<file path="config.mk">
export PLATFORM = sky130hd
export DESIGN_NAME = int_ctrl_flat
export DESIGN_NICKNAME = d
export VERILOG_FILES = /design/src/rtl/int_pkg.sv /design/src/rtl/int_ctrl_if.sv /design/src/rtl/int_sync_edge.sv /design/src/rtl/int_ctrl.sv /design/src/flat_wrapper.sv
export SDC_FILE = /design/constraint.sdc
export NUM_CORES = 1
export LEC_CHECK = 0
export CAP_MARGIN = 5
export CORE_MARGIN = 2
export CORE_UTILIZATION = 60
export DETAILED_ROUTE_END_ITERATION = 8
export DONT_BUFFER_PORTS = 1
export PLACE_DENSITY = 0.86
export SYNTH_ARGS = -nofsm -noshare
export SYNTH_HDL_FRONTEND = slang
export SYNTH_SLANG_ARGS = --single-unit
</file>
<file path="constraint.sdc">
create_clock -name clk -period 2.3 [get_ports clk]
set_clock_uncertainty 0.05 [all_clocks]
set_input_delay 0.46 -clock clk [delete_from_list [all_inputs] [get_ports clk]]
set_output_delay 0.46 -clock clk [all_outputs]
set_load 0.05 [all_outputs]
</file>
<file path="src/rtl/int_pkg.sv">
`default_nettype none
// ---------------------------------------------------------------------------
// int_pkg : shared FSM encoding and default sizes for the interrupt controller
// Rev 1.0
// ---------------------------------------------------------------------------
package int_pkg;

  localparam int NINT_DEF  = 4;
  localparam int IDW_DEF   = 2;
  localparam int INT_TIMER = 0;

  typedef enum logic [1:0] {
    IDLE    = 2'd0,
    REQ     = 2'd1,
    SERVICE = 2'd2
  } state_t;

endpackage
`default_nettype wire

</file>
<file path="src/rtl/int_ctrl_if.sv">
`default_nettype none
// ---------------------------------------------------------------------------
// int_ctrl_if : peripheral lines and CPU handshake of the interrupt controller
// Rev 1.0
// ---------------------------------------------------------------------------
interface int_ctrl_if
  import int_pkg::*;
#(
  parameter int NINT = NINT_DEF,
  parameter int IDW  = IDW_DEF
) ();

  logic [NINT-1:0] irq_in;
  logic            ien_we;
  logic [NINT-1:0] ien_d;
  logic            int_ack;
  logic            int_eoi;
  logic            int_req;
  logic [IDW-1:0]  int_id;
  logic [NINT-1:0] pending;
  logic [NINT-1:0] ien;
  logic            busy;

  modport master (
    output irq_in, ien_we, ien_d, int_ack, int_eoi,
    input  int_req, int_id, pending, ien, busy
  );

  modport slave (
    input  irq_in, ien_we, ien_d, int_ack, int_eoi,
    output int_req, int_id, pending, ien, busy
  );

endinterface
`default_nettype wire

</file>
<file path="src/rtl/int_sync_edge.sv">
`default_nettype none
// ---------------------------------------------------------------------------
// int_sync_edge : per-line 2-flop synchroniser plus rising-edge detector
// Rev 1.0
// ---------------------------------------------------------------------------
module int_sync_edge
  import int_pkg::*;
#(
  parameter int NINT = NINT_DEF
) (
  input  logic            clk,
  input  logic            reset,
  input  logic [NINT-1:0] irq_i,
  output logic [NINT-1:0] rise_o
);

  logic [NINT-1:0] s1_q, s2_q, prev_q;

  always_ff @(posedge clk or posedge reset) begin
    if (reset) begin
      s1_q   <= '0;
      s2_q   <= '0;
      prev_q <= '0;
    end else begin
      s1_q   <= irq_i;
      s2_q   <= s1_q;
      prev_q <= s2_q;
    end
  end

  assign rise_o = s2_q & ~prev_q;

endmodule
`default_nettype wire

</file>
<file path="src/rtl/int_ctrl.sv">
`default_nettype none
// ---------------------------------------------------------------------------
// int_ctrl : fixed-priority interrupt controller (lowest index wins).
// Define INT_NESTING_EN to allow preemption by higher-priority lines.
// Rev 1.0
// ---------------------------------------------------------------------------
module int_ctrl
  import int_pkg::*;
#(
  parameter int NINT = NINT_DEF,
  parameter int IDW  = IDW_DEF
) (
  input  logic       clk,
  input  logic       reset,
  int_ctrl_if.slave  bus
);

  function automatic logic [IDW-1:0] prio_enc(input logic [NINT-1:0] v);
    prio_enc = '0;
    for (int i = NINT - 1; i >= 0; i--)
      if (v[i]) prio_enc = IDW'(i);
  endfunction

  logic [NINT-1:0] rise;

  int_sync_edge #(.NINT(NINT)) u_sync (
    .clk    (clk),
    .reset  (reset),
    .irq_i  (bus.irq_in),
    .rise_o (rise)
  );

  state_t          state_q, state_d;
  logic [IDW-1:0]  id_q, id_d;
  logic [NINT-1:0] pend_q, pend_d;
  logic [NINT-1:0] ien_q, ien_d;
  logic [NINT-1:0] elig, id_onehot, ack_clr;
  logic            ack_take;

`ifdef INT_NESTING_EN
  logic [NINT-1:0] isr_q, isr_d, isr_low, preempt;
  assign isr_low = isr_q & (~isr_q + 1'b1);
  // Only lines strictly above the highest-priority in-service line may preempt.
  assign preempt = elig & (isr_low - 1'b1);
`else
  logic busy_q, busy_d;
`endif

  assign elig      = pend_q & ien_q;
  assign id_onehot = {{(NINT-1){1'b0}}, 1'b1} << id_q;
  assign ack_take  = (state_q == REQ) && bus.int_ack;
  assign ack_clr   = ack_take ? id_onehot : '0;

  always_comb begin
    state_d = state_q;
    id_d    = id_q;
    ien_d   = bus.ien_we ? bus.ien_d : ien_q;
    // A rise coincident with the acknowledge of the same line keeps it pending.
    pend_d  = (pend_q & ~ack_clr) | rise;
`ifdef INT_NESTING_EN
    isr_d   = isr_q;
`else
    busy_d  = busy_q;
`endif
    case (state_q)
      IDLE: begin
        if (|elig) begin
          state_d = REQ;
          id_d    = prio_enc(elig);
        end
      end
      REQ: begin
        if (bus.int_ack) begin
          state_d = SERVICE;
`ifdef INT_NESTING_EN
          isr_d   = isr_q | id_onehot;
`else
          busy_d  = 1'b1;
`endif
        end else if (bus.ien_we && !bus.ien_d[id_q]) begin
`ifdef INT_NESTING_EN
          state_d = (|isr_q) ? SERVICE : IDLE;
`else
          state_d = IDLE;
`endif
        end
      end
      SERVICE: begin
`ifdef INT_NESTING_EN
        if (bus.int_eoi) begin
          isr_d = isr_q & ~isr_low;
          if (isr_d == '0) state_d = IDLE;
        end else if (|preempt) begin
          state_d = REQ;
          id_d    = prio_enc(preempt);
        end
`else
        if (bus.int_eoi) begin
          busy_d  = 1'b0;
          state_d = IDLE;
        end
`endif
      end
      default: state_d = IDLE;
    endcase
  end

  always_ff @(posedge clk or posedge reset) begin
    if (reset) begin
      state_q <= IDLE;
      id_q    <= '0;
      pend_q  <= '0;
      ien_q   <= '0;
`ifdef INT_NESTING_EN
      isr_q   <= '0;
`else
      busy_q  <= 1'b0;
`endif
    end else begin
      state_q <= state_d;
      id_q    <= id_d;
      pend_q  <= pend_d;
      ien_q   <= ien_d;
`ifdef INT_NESTING_EN
      isr_q   <= isr_d;
`else
      busy_q  <= busy_d;
`endif
    end
  end

  assign bus.int_req = (state_q == REQ);
  assign bus.int_id  = id_q;
  assign bus.pending = pend_q;
  assign bus.ien     = ien_q;
`ifdef INT_NESTING_EN
  assign bus.busy    = |isr_q;
`else
  assign bus.busy    = busy_q;
`endif

endmodule
`default_nettype wire

</file>
<file path="src/flat_wrapper.sv">
// flat-port wrapper written by rule: the top's interface ports become plain ports
module int_ctrl_flat import int_pkg::*;
#(
  parameter int NINT = NINT_DEF,
  parameter int IDW  = IDW_DEF
)
  (clk, reset, bus_irq_in, bus_ien_we, bus_ien_d, bus_int_ack, bus_int_eoi, bus_int_req, bus_int_id, bus_pending, bus_ien, bus_busy);
  int_ctrl_if #(.NINT(NINT), .IDW(IDW)) bus_i ();
  input  logic clk;
  input  logic reset;
  input wire logic [$bits(bus_i.irq_in)-1:0] bus_irq_in;
  input wire logic [$bits(bus_i.ien_we)-1:0] bus_ien_we;
  input wire logic [$bits(bus_i.ien_d)-1:0] bus_ien_d;
  input wire logic [$bits(bus_i.int_ack)-1:0] bus_int_ack;
  input wire logic [$bits(bus_i.int_eoi)-1:0] bus_int_eoi;
  output wire logic [$bits(bus_i.int_req)-1:0] bus_int_req;
  output wire logic [$bits(bus_i.int_id)-1:0] bus_int_id;
  output wire logic [$bits(bus_i.pending)-1:0] bus_pending;
  output wire logic [$bits(bus_i.ien)-1:0] bus_ien;
  output wire logic [$bits(bus_i.busy)-1:0] bus_busy;
  assign bus_i.irq_in = bus_irq_in;
  assign bus_i.ien_we = bus_ien_we;
  assign bus_i.ien_d = bus_ien_d;
  assign bus_i.int_ack = bus_int_ack;
  assign bus_i.int_eoi = bus_int_eoi;
  assign bus_int_req = bus_i.int_req;
  assign bus_int_id = bus_i.int_id;
  assign bus_pending = bus_i.pending;
  assign bus_ien = bus_i.ien;
  assign bus_busy = bus_i.busy;
  int_ctrl #(.NINT(NINT), .IDW(IDW)) u_core (.clk(clk), .reset(reset), .bus(bus_i));
endmodule
</file>
**After elaboration in Yosys (flattened, before gate mapping)**

Cells that the tools add are included.

- Register bits after elaboration: 25
- Word-level logic and storage cells: 46

- Order comparisons: 1
- Equal/unequal tests: 6
- Shifts and indexed selects: 1
- Mux-type cells: 15
- Bitwise gates (word level): 6
- Reduce and logical (&&, ||, !) cells: 9

Operator list:

| cell | number |
|---|---|
| $mux W2 | 8 |
| $and A4 B4 Y4 | 3 |
| $not A4 Y4 | 2 |
| $pmux W2 S3 | 1 |
| $reduce_and A3 Y1 | 2 |
| $mux W4 | 1 |
| $ne A2 B2 Y1 const B | 2 |
| $or A4 B4 Y4 | 1 |
| $reduce_or A4 Y1 | 1 |
| $shl A1 B2 Y4 const A | 1 |
| $lt A2 B3 Y1 const B | 1 |
| $mux W1 | 3 |
| $ne A3 B2 Y1 const B | 1 |
| $bmux W1 S2 | 1 |
| $eq A2 B1 Y1 const B | 1 |
| $eq A2 B2 Y1 const B | 1 |
| $logic_and A1 B1 Y1 | 2 |
| $logic_not A2 Y1 | 1 |
| $ne A2 B1 Y1 const B | 1 |
| $pmux W1 S2 | 1 |
| $reduce_and A2 Y1 | 1 |
| $reduce_bool A2 Y1 | 1 |
| $logic_not A1 Y1 | 1 |

**Depth between registers and ports, before layout**

- Depth in word-level cells: 7
- Depth in mapped cells: 5

**Modules after synthesis**

From an unflattened synthesis, not the netlist that was laid out.

- Cells, all modules: 71
- Area total of the unflattened synthesis: 955.9 sq um

By module, submodules not included:

| module | times used | cells an instance | area an instance (sq um) |
|---|---|---|---|
| int_ctrl | 1 | 54 | 596.8 |
| int_sync_edge | 1 | 17 | 359.1 |

**Worst setup path before layout**

Ideal clock, no wire load.

- Path type: reg-to-reg
- Start point: register u_core.pend_q[2], in the netlist u_core.bus.pending[2]
- End point: register u_core.id_q[0], in the netlist u_core.bus.int_id[0]
- Setup time: 125 ps
- Data arrival time: 1396 ps
- Required time: 2125 ps
- Path slack: 729 ps
- Stages on the path, launching flop included: 5
- Path buffers: 0
- Period minus slack after synthesis: 1571 ps
- Cell sequence: dfrtp_1 -> nand2_1 -> a211oi_2 -> nor2_1 -> mux2_4

- Word-level cells in the longest chain between the ends: 4
- Elaborated cells on any way between the ends: 6
- Those cells by class: mux: 3; bitwise: 1; reduce/logical: 2

Ends and longest elaborated chain:

| item | RTL line | RTL |
|---|---|---|
| start: declaration | int_ctrl.sv:35 | `logic [NINT-1:0] pend_q, pend_d;` |
| start signal: assignment | int_ctrl.sv:122 | `pend_q <= pend_d;` |
| $and A4 B4 Y4 * | int_ctrl.sv:49 | `assign elig = pend_q & ien_q;` |
| $mux W2 (3 in series) | int_ctrl.sv:21 | `if (v[i]) prio_enc = IDW'(i);` |
| end signal: assignment | int_ctrl.sv:121 | `id_q <= id_d;` |
| end: declaration | int_ctrl.sv:34 | `logic [IDW-1:0] id_q, id_d;` |

Mark *: on every way between the ends. The rest lies on a longest branch, timed or not.
A chain may end at the register's enable or synchronous reset.

**Worst setup path in the final report**

- Start point: register u_core.state_q[1]
- End point: output port bus_int_req

- Word-level cells in the longest chain between the ends: 1

Ends and longest elaborated chain:

| item | RTL line | RTL |
|---|---|---|
| start: declaration | int_ctrl.sv:33 | `state_t state_q, state_d;` |
| start signal: assignment | int_ctrl.sv:120 | `state_q <= state_d;` |
| $eq A2 B1 Y1 | int_ctrl.sv:132 | `assign bus.int_req = (state_q == REQ);` |
| end: declaration | flat_wrapper.sv:16 | `output wire logic [$bits(bus_i.int_req)-1:0] bus_int_req;` |

No other way between the ends.

==> flow_metrics.py <==
metrics = {
    "sta": {
        "worstMarginPinSlew_ns": 0.695,
        "finalHoldViolCount": 0,
        "clock.fmax_ghz": 0.552,
        "finalSetupViolCount": 0,
        "relSlewSlack_pct": 53.7,
        "final_max_slew_viol_count": 0,
        "whs_ns": 0.0180,
        "final.period_utilization_pct": 78.7,
        "finalSetupTns_ns": 0,
        "rsz0062_at_grt": "no",
        "min_period_ns": 1.81,
    },
    "clocking": {
        "cts_repair_resize_count": 0,
        "cts-root-buf": "clkbuf_4",
        "clockBufferDepth": 2,
        "insertion_delay_ns": 0.30,
        "htree_levels": 1,
        "clk_pin_slew_ns": 0.12,
        "cts_hold_buf": 0,
        "clkSinkCount": 25,
        "numCtsBuffers": 3,
        "cts_setup_buffers": 0,
        "tritoncts": "built",
    },
    "final_layout": {
        "antenna_cells": 0,
        "layout-drive-gt1-share_pct": 15.2,
        "syn_to_final_growth_pct": 6.95,
        "fin_area_um2": 982,
        "nets": 93,
        "finalNonFillerCells": 95,
    },
    "detailed_routing": {
        "finalWirelength_um": 1470,
        "firstDrtPassIters": 4,
        "drt_iter0_drc": 18,
        "routedWlPerCell_um": 15.5,
        "num_vias": 571,
        "vias_per_cell": 6.01,
        "drtAntennaViolNets": 0,
        "drt_drc_violations_left": 0,
    },
    "synthesis": {
        "synth_cells": 73,
        "synth_area_um2": 918,
        "seq_area_frac_synth_pct": 68.1,
        "syn-num-nets": 86,
        "yosys_warnings": 0,
        "synthDistinctLibCells": 21,
        "syn_avg_cell_area_um2": 12.6,
        "synth_seq_cells": 25,
    },
    "job": {
        "max_cap_viol_count": 0,
    },
    "placed_design": {
        "placed_cell_area_um2": 956,
        "numPortBuffers": 0,
        "dp_hpwl_um": 1120,
        "dp.cells": 91,
        "gp_congestion": 0.933,
    },
    "die": {
        "start_util_pct": 62.4,
        "coreArea_um2": 1470,
        "die_area_um2": 1860,
        "die_y_um": 43.1,
        "row_count": 14,
        "die_w_um": 43.1,
        "io_pins": 25,
    },
    "worst_setup_path": {
        "critPathTopFamily": "simple AND/OR/NAND/NOR gates",
        "path_buf_inv": 0,
        "crit_slowest_cell": "and2b_1",
        "critPathKind": "flop to primary output",
        "crit_chain": "and2b_1",
        "critPathMaxFanout": 6,
        "cp-end-kind": "primary output",
        "required_ns": 1.79,
        "critical_path.startpoint_type": "flop",
        "crit_arrival_ns": 1.30,
        "cpPeakStageDelay_ns": 0.55,
    },
    "global_route": {
        "grt_antenna_before_repair": 0,
        "grt.total_usage_pct": 18.9,
        "grt-ovfl-total": 0,
        "grt_pass1_wl_um": 2520,
        "grt_max_degree": 26,
        "first_global_vias": 578,
    },
    "power": {
        "leakage_nw": 0.457,
        "cellPowerDensity_nw_per_um2": 1370,
        "peakVddDrop_mv": 0.571,
    },
    "outcome": {
        "status": "finished clean",
    },
    "min_path": {
        "min_path_type": "input port to async pin",
    },
}
## synth_stat cells, drive strengths merged
library cell  count  area share (%)
o21ai             6             3.3
o31ai             2             1.6
nand3b            1            0.82
mux2i             2             2.2
mux2              5             6.5
dfrtp            25              68
nand3             3             1.6
nand2             8             3.3
a22oi             1            0.82
and2b             1            0.82
nand4b            1            0.95
nor2              4             1.6
a32oi             1            0.95
inv               7             2.9
a21oi             2             1.1
and3b             1            0.95
nor3              1            0.54
a211oi            1             1.4
clkbuf            1            0.54
## layer usage
metal / share of wire, % / vias up / wire length (µm) / track usage [%]
li1: - / 264 / - / -
met1: 40 / 277 / 581 / 22.9
met2: 51 / 26 / 746 / 29.6
met3: 8.3 / 4 / 122 / 5.53
met4: 1.3 / 0 / 19 / 11.5
met5: 0 / - / 0 / 0
## stage by stage
| step | power, mW | setup slack, ns | util, % |
|---|---|---|---|
| 2_1_floorplan | 1.08 | 0.729 | - |
| 5_1_grt | 1.43 | 0.407 | 66.8 |
| 6_report | 1.34 | 0.490 | 66.8 |
| 3_5_place_dp | 1.17 | 0.599 | 65.0 |
| 4_1_cts | 1.35 | 0.475 | 66.8 |
| 3_3_place_gp | 1.15 | 0.640 | 65.0 |
## final timing paths
path,start,to,slack (ns),cells after the start
worst max register to register,u_core.bus.ien[2],u_core.bus.int_id[0],0.58,4
max in group asynchronous,reset,u_core.bus.int_id[0],1.96,2
worst min-delay path,reset,u_core.u_sync.s2_q[1],0.02,2
min in group clk,bus_irq_in[2],u_core.u_sync.s1_q[2],0.12,0
worst max-delay path,u_core.state_q[1],bus_int_req,0.49,1
worst min register to register,u_core.u_sync.s1_q[1],u_core.u_sync.s2_q[1],0.31,0
## where the power goes
group	internal, mW	switching [mW]
Combinational	0.140	0.234
Sequential	0.523	0.264
Clock	0.0676	0.114
Total	0.731	0.611
## cell type report
type	instances	area (µm²)
clock buffer	4	26.3
fill	112	489
inverter	7	26.3
multi-input combinational	40	262
sequential	25	626
tap	16	20.0
timing repair buffer	3	22.5
## registers in the layout, indices dropped and copies added, names as in the netlist
| name | cells |
|---|---|
| u_core.u_sync.s1_q | 4 |
| u_core.bus.int_id | 2 |
| u_core.u_sync.s2_q | 4 |
| u_core.bus.pending | 4 |
| u_core.u_sync.prev_q | 4 |
| u_core.state_q | 2 |
| u_core.bus.busy | 1 |
| u_core.bus.ien | 4 |
## layout by cell type, fill, tap and decap left out, types with 2 or more instances in the layout
cell / n
mux2_2: 4
o31ai_1: 2
o21ai_0: 4
o21ai_1: 2
nor2_1: 4
dfrtp_1: 25
clkbuf_4: 3
buf_4: 3
nand2_1: 8
inv_1: 7
mux2i_1: 2
nand3_1: 3
a21oi_1: 2
## logic make-up after synthesis
logic type | share of synthesized area [%]
flops | 68.1
simple gates | 10.6
compound gates | 9.13
buf+inv | 3.41
mux | 8.72
Power figures use the tool's default switching activity.
